`src/rtl/vga_scan_ctrl.sv`:
```
// VGA frame scan controller: timing, tile-map walk, sprite overlay and map-port arbitration.
// Optional: define SCAN_BORDER_EN to force a WALL frame around the visible area.
module vga_scan_ctrl #(
    parameter int PIX_DIV    = 4,
    parameter int H_ACTIVE   = 640,
    parameter int H_FP       = 16,
    parameter int H_SYNC     = 96,
    parameter int H_BP       = 48,
    parameter int V_ACTIVE   = 480,
    parameter int V_FP       = 10,
    parameter int V_SYNC     = 2,
    parameter int V_BP       = 33,
    parameter int CELL_SHIFT = 4,
    parameter int MAP_AW     = 11
) (
    input  logic              clk,
    input  logic              rst,
    input  logic [9:0]        tank_x,
    input  logic [9:0]        tank_y,
    input  logic [9:0]        bullet_x,
    input  logic [9:0]        bullet_y,
    input  logic              bullet_vld,
    input  logic              game_req,
    input  logic [MAP_AW-1:0] game_addr,
    input  logic              game_we,
    input  logic [3:0]        game_wdata,
    output logic              game_gnt,
    output logic [MAP_AW-1:0] map_addr,
    output logic              map_we,
    output logic [3:0]        map_wdata,
    input  logic [3:0]        map_rdata,
    output logic [3:0]        category,
    output logic              hsync,
    output logic              vsync,
    output logic              active,
    output logic              frame_start
);

    localparam int H_TOTAL = H_ACTIVE + H_FP + H_SYNC + H_BP;
    localparam int V_TOTAL = V_ACTIVE + V_FP + V_SYNC + V_BP;
    localparam int HW      = $clog2(H_TOTAL);
    localparam int VW      = $clog2(V_TOTAL);
    localparam int DW      = $clog2(PIX_DIV);
    localparam int MAP_W   = H_ACTIVE >> CELL_SHIFT;

    localparam logic [3:0] CAT_NONE   = 4'd0;
    localparam logic [3:0] CAT_WALL   = 4'd1;
    localparam logic [3:0] CAT_TANK   = 4'd2;
    localparam logic [3:0] CAT_BULLET = 4'd3;

    typedef enum logic {IDLE, GRANT} arb_state_t;

    logic [DW-1:0] div_cnt;
    logic [HW-1:0] h_cnt;
    logic [VW-1:0] v_cnt;
    logic          tick;
    logic          h_last;
    logic          v_last;

    assign tick   = (div_cnt == DW'(PIX_DIV - 1));
    assign h_last = (h_cnt == HW'(H_TOTAL - 1));
    assign v_last = (v_cnt == VW'(V_TOTAL - 1));

    // NOTE: sequential state uses non-blocking assignments so every register samples pre-edge values.
    always_ff @(posedge clk) begin
        if (rst) begin
            div_cnt <= '0;
            h_cnt   <= '0;
            v_cnt   <= '0;
        end else begin
            div_cnt <= tick ? '0 : div_cnt + DW'(1);
            if (tick) begin
                if (h_last) begin
                    h_cnt <= '0;
                    v_cnt <= v_last ? '0 : v_cnt + VW'(1);
                end else begin
                    h_cnt <= h_cnt + HW'(1);
                end
            end
        end
    end

    // Pixel decode for S0; sprite bounds are compared at 11 bits so X+W-1 cannot wrap.
    logic [10:0] px;
    logic [10:0] py;
    logic        in_tank;
    logic        in_bullet;
    logic        is_border;
    logic        pix_active;
    logic        pix_hs_n;
    logic        pix_vs_n;
    logic [3:0]  pix_cat;

    assign px = 11'(h_cnt);
    assign py = 11'(v_cnt);

    assign in_tank   = (px >= {1'b0, tank_x})   && (px <= {1'b0, tank_x} + 11'd15) &&
                       (py >= {1'b0, tank_y})   && (py <= {1'b0, tank_y} + 11'd15);
    assign in_bullet = (px >= {1'b0, bullet_x}) && (px <= {1'b0, bullet_x} + 11'd3) &&
                       (py >= {1'b0, bullet_y}) && (py <= {1'b0, bullet_y} + 11'd3);

    assign pix_active = (h_cnt < HW'(H_ACTIVE)) && (v_cnt < VW'(V_ACTIVE));
    assign pix_hs_n   = !((h_cnt >= HW'(H_ACTIVE + H_FP)) &&
                          (h_cnt <= HW'(H_ACTIVE + H_FP + H_SYNC - 1)));
    assign pix_vs_n   = !((v_cnt >= VW'(V_ACTIVE + V_FP)) &&
                          (v_cnt <= VW'(V_ACTIVE + V_FP + V_SYNC - 1)));

`ifdef SCAN_BORDER_EN
    assign is_border = (h_cnt == '0) || (h_cnt == HW'(H_ACTIVE - 1)) ||
                       (v_cnt == '0) || (v_cnt == VW'(V_ACTIVE - 1));
`else
    assign is_border = 1'b0;
`endif

    // NOTE: every always_comb output gets a default first so no path can infer a latch.
    always_comb begin
        pix_cat = map_rdata;
        if (!pix_active)                   pix_cat = CAT_NONE;
        else if (bullet_vld && in_bullet)  pix_cat = CAT_BULLET;
        else if (in_tank)                  pix_cat = CAT_TANK;
        else if (is_border)                pix_cat = CAT_WALL;
    end

    // S1: one-tick output stage; syncs ride the same register as the category.
    always_ff @(posedge clk) begin
        if (rst) begin
            category    <= CAT_NONE;
            hsync       <= 1'b1;
            vsync       <= 1'b1;
            active      <= 1'b0;
            frame_start <= 1'b0;
        end else begin
            frame_start <= tick && h_last && v_last;
            if (tick) begin
                category <= pix_cat;
                hsync    <= pix_hs_n;
                vsync    <= pix_vs_n;
                active   <= pix_active;
            end
        end
    end

    // Map-port arbiter: the grant window opens at the first blanking line and closes before line 0.
    arb_state_t state;
    arb_state_t state_nxt;
    logic [MAP_AW-1:0] scan_addr;

    assign scan_addr = MAP_AW'(32'(v_cnt >> CELL_SHIFT) * 32'(MAP_W) + 32'(h_cnt >> CELL_SHIFT));

    always_ff @(posedge clk) begin
        if (rst) state <= IDLE;
        else     state <= state_nxt;
    end

    always_comb begin
        state_nxt = state;
        case (state)
            IDLE:
                if (game_req && tick && (v_cnt == VW'(V_ACTIVE)) && (h_cnt == '0))
                    state_nxt = GRANT;
            GRANT:
                if (!game_req || (tick && h_last && v_last))
                    state_nxt = IDLE;
            default:
                state_nxt = IDLE;
        endcase
    end

    always_comb begin
        game_gnt  = (state == GRANT);
        map_addr  = scan_addr;
        map_we    = 1'b0;
        map_wdata = 4'd0;
        if (state == GRANT) begin
            map_addr  = game_addr;
            map_we    = game_we;
            map_wdata = game_wdata;
        end
    end

endmodule

```
`config.mk`:
```
export PLATFORM = sky130hd
export DESIGN_NAME = vga_scan_ctrl
export DESIGN_NICKNAME = d
export VERILOG_FILES = /design/src/rtl/vga_scan_ctrl.sv
export SDC_FILE = /design/constraint.sdc
export NUM_CORES = 1
export LEC_CHECK = 0
export ABC_AREA = 1
export BUFFER_PORTS_ARGS = -buffer_cell sky130_fd_sc_hd__buf_2
export CAP_MARGIN = 20
export CORE_UTILIZATION = 53
export DETAILED_ROUTE_END_ITERATION = 8
export GPL_ROUTABILITY_DRIVEN = 0
export PLACE_DENSITY = 0.82
export SLEW_MARGIN = 15
export SYNTH_ARGS = -nofsm -noshare
export SYNTH_HDL_FRONTEND = slang
export SYNTH_SLANG_ARGS = --single-unit
export TNS_END_PERCENT = 1
```
`constraint.sdc`:
```
create_clock -name clk -period 2.3 [get_ports clk]
set_input_delay 0.115 -clock clk [delete_from_list [all_inputs] [get_ports clk]]
set_output_delay 0.115 -clock clk [all_outputs]
set_load 0.02 [all_outputs]
```
==> impl_metrics.json, run 1 <==
{
  "grt_setup_unrepaired": "true",
  "dp_slack_ns": -0.144,
  "ant_nets": 0,
  "p_leak_nw": 3.16,
  "yosysTopAreaCellShare_pct": 27.2,
  "drv_cap": 0,
  "gr-total-overflow": 0,
  "ctsHoldBuffers": 0,
  "final_cell_mix": "170 x nand2_1, 111 x inv_1, 94 x ha_1, 85 x buf_2, 63 x nor2_1",
  "setup_ws_ns": -0.124,
  "syn_to_final_growth_pct": 22.0,
  "die_h_um": 95.1,
  "fin_util_pct": 67.5,
  "path_clk_slew_ns": 0.07,
  "finalCriticalPeriod_ns": 2.42,
  "ioPinCount": 89,
  "wl_per_cell_um": 13.5,
  "postPlaceCellArea_um2": 5330,
  "ir_worst_vdd_v": 0.000196,
  "grt_pass1_vias": 4861,
  "clock.fmax_ghz": 0.413,
  "drc": 0,
  "synth_fp_nets": 870,
  "cts_tree": "done",
  "port_buffers": 88,
  "hp-class": "in2reg",
  "drive_gt1_share_pct": 20.8,
  "core_area_um2": 8300,
  "final_nets": 987,
  "firstDrtPassIters": 5,
  "vias": 4970,
  "design_area_um2": 5600,
  "syn_avg_cell_area_um2": 6.52,
  "chipWidth_um": 95.1,
  "ys.flop_type": "dfxtp_1",
  "n_fill_cell": 717,
  "synth_edf_count": 0,
  "netlist_instances": 704,
  "cts.sinks": 31,
  "drt-total-wl_mm": 12.5,
  "max_slew_margin_pct": 65.3,
  "async_reset_ff_share_pct": 0,
  "grt_max_degree": 14,
  "slew_viol_final": 0,
  "required_ns": 2.18,
  "setup_viol": 2,
  "yosysTopAreaCell": "ha_1",
  "clock_latency_ns": 0.29,
  "post-route-period-util_pct": 105,
  "cp_data_arrival_time_ns": 2.31,
  "antenna_found_initial": 0,
  "dp.cells": 918,
  "cellPowerDensity_nw_per_um2": 244,
  "layout_commonest_cell": "nand2_1",
  "rows": 33,
  "ys_types": 36,
  "cp_max_fo": 3,
  "initialDrtViolationCount": 156,
  "tightest_slew_ns": 0.520,
  "die_area_um2": 9040,
  "clockBufferDepth": 2,
  "start_util_pct": 55.3,
  "track_usage_pct": 27.7,
  "multiInputGateArea_um2": 3640,
  "viasPerCell": 5.36,
  "skew_ns": 0.0127,
  "layoutNonFillerInstCount": 927,
  "cts_root_buf": "clkbuf_8",
  "finalPower_mw": 1.36,
  "start_kind": "register",
  "hold_viol": 0,
  "outcome": "finished, violations left",
  "violations": "negative setup slack",
  "endpoint_kind": "output port",
  "antennaDiodeCount": 0,
  "dp_hpwl_mm": 10.1,
  "ys_seq_area_share_pct": 13.5,
  "yosysWarnings": 0,
  "h-tree-depth": 2,
  "synth_area_leaders": "ha_1 27%, nand2_1 14%, dfxtp_1 14%",
  "synth_area_um2": 4590,
  "grt_pass1_wl_mm": 20.0,
  "critPathKind": "reg2out",
  "ys_seq_elements": 31,
  "cts_buffers": 5,
  "regArea_um2": 633
}
-- timing repair --
action,CTS,global route
pin swaps,9,10
resized for setup,23,22
hold endpoints to repair,0,0
cloned,0,0
buffers inserted,1,0
endpoints found under the setup margin,4,8
-- cell usage after synthesis, drive strengths merged, types with 6 or more instances --
library cell	n
a21oi	42
dfxtp	31
ha	100
inv	125
nand2	174
nand3	28
nand4	16
nor2	68
nor3	17
o21a	6
o21ai	30
xor2	27
-- state kept, by name, summed over array words and instances, names as in the netlist --
signal,count
category,4
active,1
frame_start,1
vsync,1
v_cnt,10
h_cnt,10
game_gnt,1
hsync,1
div_cnt,2
-- layer usage --
metal / part of all wire (%) / GRT usage [%] / routed length, um
met3: 4.4 / 3.67 / 554
met5: 0 / 0 / 0
met1: 42 / 31.4 / 5220
met4: 2.4 / 10.9 / 303
met2: 51 / 51.7 / 6440
-- stage by stage --
step | TNS (ns) | hold WS, ns
global route | -0.547 | 0.0932
global placement | -0.214 | 0.364
detailed placement | -0.537 | 0.378
CTS | -0.198 | 0.0839
floorplan | 0 | 0.186
finish | -0.226 | 0.0825
-- worst max-delay path: stages, from the launching register on --
cell and delay [ns]:
dfxtp_4 0.36, ha_4 0.25, ha_4 0.16, inv_2 0.06, fa_2 0.46, nor2_4 0.16
nand2_2 0.09, o21a_1 0.19, o21ai_2 0.11, nand2_1 0.07, buf_6 0.13
-- final cells by class --
type / count / share of cell area [%]
multi-input combinational: 544 / 65.0
timing repair buffer: 113 / 11.4
sequential: 31 / 11.3
inverter: 126 / 8.44
tap: 105 / 2.34
clock buffer: 6 / 1.30
clock inverter: 2 / 0.223
-- power breakdown --
group / internal [mW] / leakage (nW) / switching (mW) / total, mW
Clock: 0.211 / 0.0412 / 0.210 / 0.421
Combinational: 0.163 / 2.87 / 0.232 / 0.395
Sequential: 0.543 / 0.253 / 0.00531 / 0.548
Total: 0.917 / 3.16 / 0.448 / 1.36
-- logic make-up (layout without fill, tap and decap cells) --
family / after synthesis / count (layout) / synth area share, %
fa+ha+maj: 102 / 102 / 28.1
buf+inv: 129 / 247 / 10.6
compound gates: 93 / 93 / 11.3
simple gates: 318 / 318 / 30.6
flops: 31 / 31 / 13.5
xor+xnor: 31 / 31 / 5.91
-- path summary, 6_finish.rpt --
check / from / endpoint / slack (ns) / depth (start not counted)
worst max-delay path: v_cnt[5] / map_addr[10] / -0.12 / 10
worst min-delay path: map_rdata[0] / category[0] / 0.08 / 3
worst max register to register: h_cnt[1] / v_cnt[6] / 0.19 / 12
worst min register to register: div_cnt[0] / div_cnt[0] / 0.44 / 1
(Power assumes the default switching activity.)
==> run 2: changes to the inputs <==
- CORE_UTILIZATION: 53 -> 40
- GPL_ROUTABILITY_DRIVEN: 0 -> 1
- PLACE_DENSITY: 0.82 -> 0.66
==> impl_metrics.json, run 2 (synthesis gave the netlist of run 1 again) <==
{
  "slew_viol_final": 0,
  "ant_nets": 0,
  "antenna_found_initial": 0,
  "tightest_slew_ns": 0.432,
  "hp-class": "in2reg",
  "dp.cells": 969,
  "vias": 4783,
  "cellPowerDensity_nw_per_um2": 270,
  "initialDrtViolationCount": 149,
  "cp_data_arrival_time_ns": 2.25,
  "syn_to_final_growth_pct": 26.9,
  "final_nets": 1007,
  "p_int_mw": 1.11,
  "cts_buffers": 5,
  "finalPower_mw": 1.57,
  "finalCriticalPeriod_ns": 2.37,
  "dp_slack_ns": -0.100,
  "rows": 38,
  "drt-total-wl_mm": 11.8,
  "gr-total-overflow": 0,
  "setup_viol": 3,
  "drive_gt1_share_pct": 22.4,
  "layoutNonFillerInstCount": 982,
  "skew_ns": 0.00655,
  "antennaDiodeCount": 0,
  "critPathKind": "reg2out",
  "ir_worst_vdd_v": 0.000243,
  "clock_latency_ns": 0.28,
  "endpoint_kind": "output port",
  "swShare_pct": 29.4,
  "firstDrtPassIters": 4,
  "grt_pass1_vias": 4433,
  "clock.fmax_ghz": 0.423,
  "start_util_pct": 41.6,
  "pwr-share-clk_pct": 40.1,
  "ioPinCount": 89,
  "grt_pass1_wl_mm": 19.8,
  "dp_hpwl_mm": 9.77,
  "viasPerCell": 4.87,
  "cts.sinks": 31,
  "clockBufferDepth": 2,
  "wl_per_cell_um": 12.0,
  "setup_ws_ns": -0.0662,
  "max_slew_margin_pct": 70.9,
  "grt_setup_unrepaired": "true",
  "post-route-period-util_pct": 103,
  "core_area_um2": 11000,
  "drv_cap": 0,
  "h-tree-depth": 2,
  "required_ns": 2.18,
  "place_congestion": 0.815,
  "grt_max_degree": 15,
  "reg_top3": "h_cnt (10), v_cnt (10), category (4)",
  "final_cell_mix": "169 x nand2_1, 111 x inv_1, 95 x ha_1, 85 x buf_2, 62 x nor2_1",
  "combinationalPowerShare_pct": 25.0,
  "drc": 0,
  "die_area_um2": 11900,
  "setup_tns_ns": -0.141,
  "cts_tree": "done",
  "pwr-share-seq_pct": 34.9,
  "outcome": "finished, violations left",
  "p_sw_uw": 462,
  "port_buffers": 88,
  "violations": "negative setup slack",
  "layout_commonest_cell": "nand2_1",
  "start_kind": "register",
  "cts_root_buf": "clkbuf_16",
  "cp_max_fo": 3,
  "path_clk_slew_ns": 0.05,
  "hold_viol": 0,
  "r2r_slack_ns": 0.27,
  "track_usage_pct": 20.8,
  "chipWidth_um": 109,
  "p_leak_nw": 3.29,
  "die_h_um": 109
}
-- run 2: cell types whose count changed in the layout (fill, tap and decap cells not counted), moves of 2 or more --
cell	delta
nor2_4	-2
clkbuf_8	-5
nor2_2	+3
buf_4	+20
clkbuf_16	+5
-- run 2: worst paths after layout --
path | to | depth (start not counted) | startpoint
max | map_addr[9] | 11 | v_cnt[7]
min reg2reg | div_cnt[0] | 1 | div_cnt[0]
max reg2reg | category[0] | 15 | v_cnt[5]
min | category[0] | 3 | map_rdata[0]
-- run 2: through the flow --
stage          utilization [%]  cell area, um2  hold slack [ns]
2_1_floorplan                -            4590            0.186
3_3_place_gp              49.8            5500            0.362
3_5_place_dp              49.8            5500            0.367
4_1_cts                   52.4            5780           0.0810
5_1_grt                   52.8            5830            0.105
6_report                  52.8            5830           0.0873
-- run 2: layer usage --
| metal | part of all wire, % | wire (um) | up-vias | global-route usage (%) |
|---|---|---|---|---|
| met5 | 0 | 0 | - | 0 |
| met4 | 0.88 | 104 | 0 | 4.25 |
| met2 | 49 | 5740 | 74 | 37.8 |
| met1 | 48 | 5700 | 2127 | 26.7 |
| met3 | 2.2 | 260 | 9 | 1.43 |
| li1 | - | - | 2573 | - |
-- run 2: power by group through the flow --
stage	logic, mW	registers [mW]	clock network (mW)
after detailed placement	0.392	0.564	0
final	0.394	0.549	0.631
after floorplan	0.228	0.568	0
after CTS	0.395	0.549	0.639
after global routing	0.457	0.550	0.669
after global placement	0.390	0.564	0
-- run 2: worst max-delay path: stages, from the launching register on --
cell and delay, ns:
dfxtp_4 0.36, ha_4 0.27, ha_4 0.12, inv_2 0.04
fa_2 0.41, xnor2_2 0.16, buf_4 0.14, inv_2 0.03
nor2_2 0.08, xor2_1 0.14, o21ai_1 0.07, buf_4 0.16
-- run 2: layout make-up --
cell class              count  area [um2]
repair buffers            133         790
inverters                 126         473
well taps                 140         175
clock inverters             2        12.5
flip-flops and latches     31         633
fillers                  1139        5200
clock buffers               6         129
multi-input cells         544        3620
-- run 2: repair_timing --
item	in CTS	in global routing
buffers inserted	4	1
resized for setup	27	15
endpoints found under the setup margin	4	9
pin swaps	10	5
hold buffers	0	0
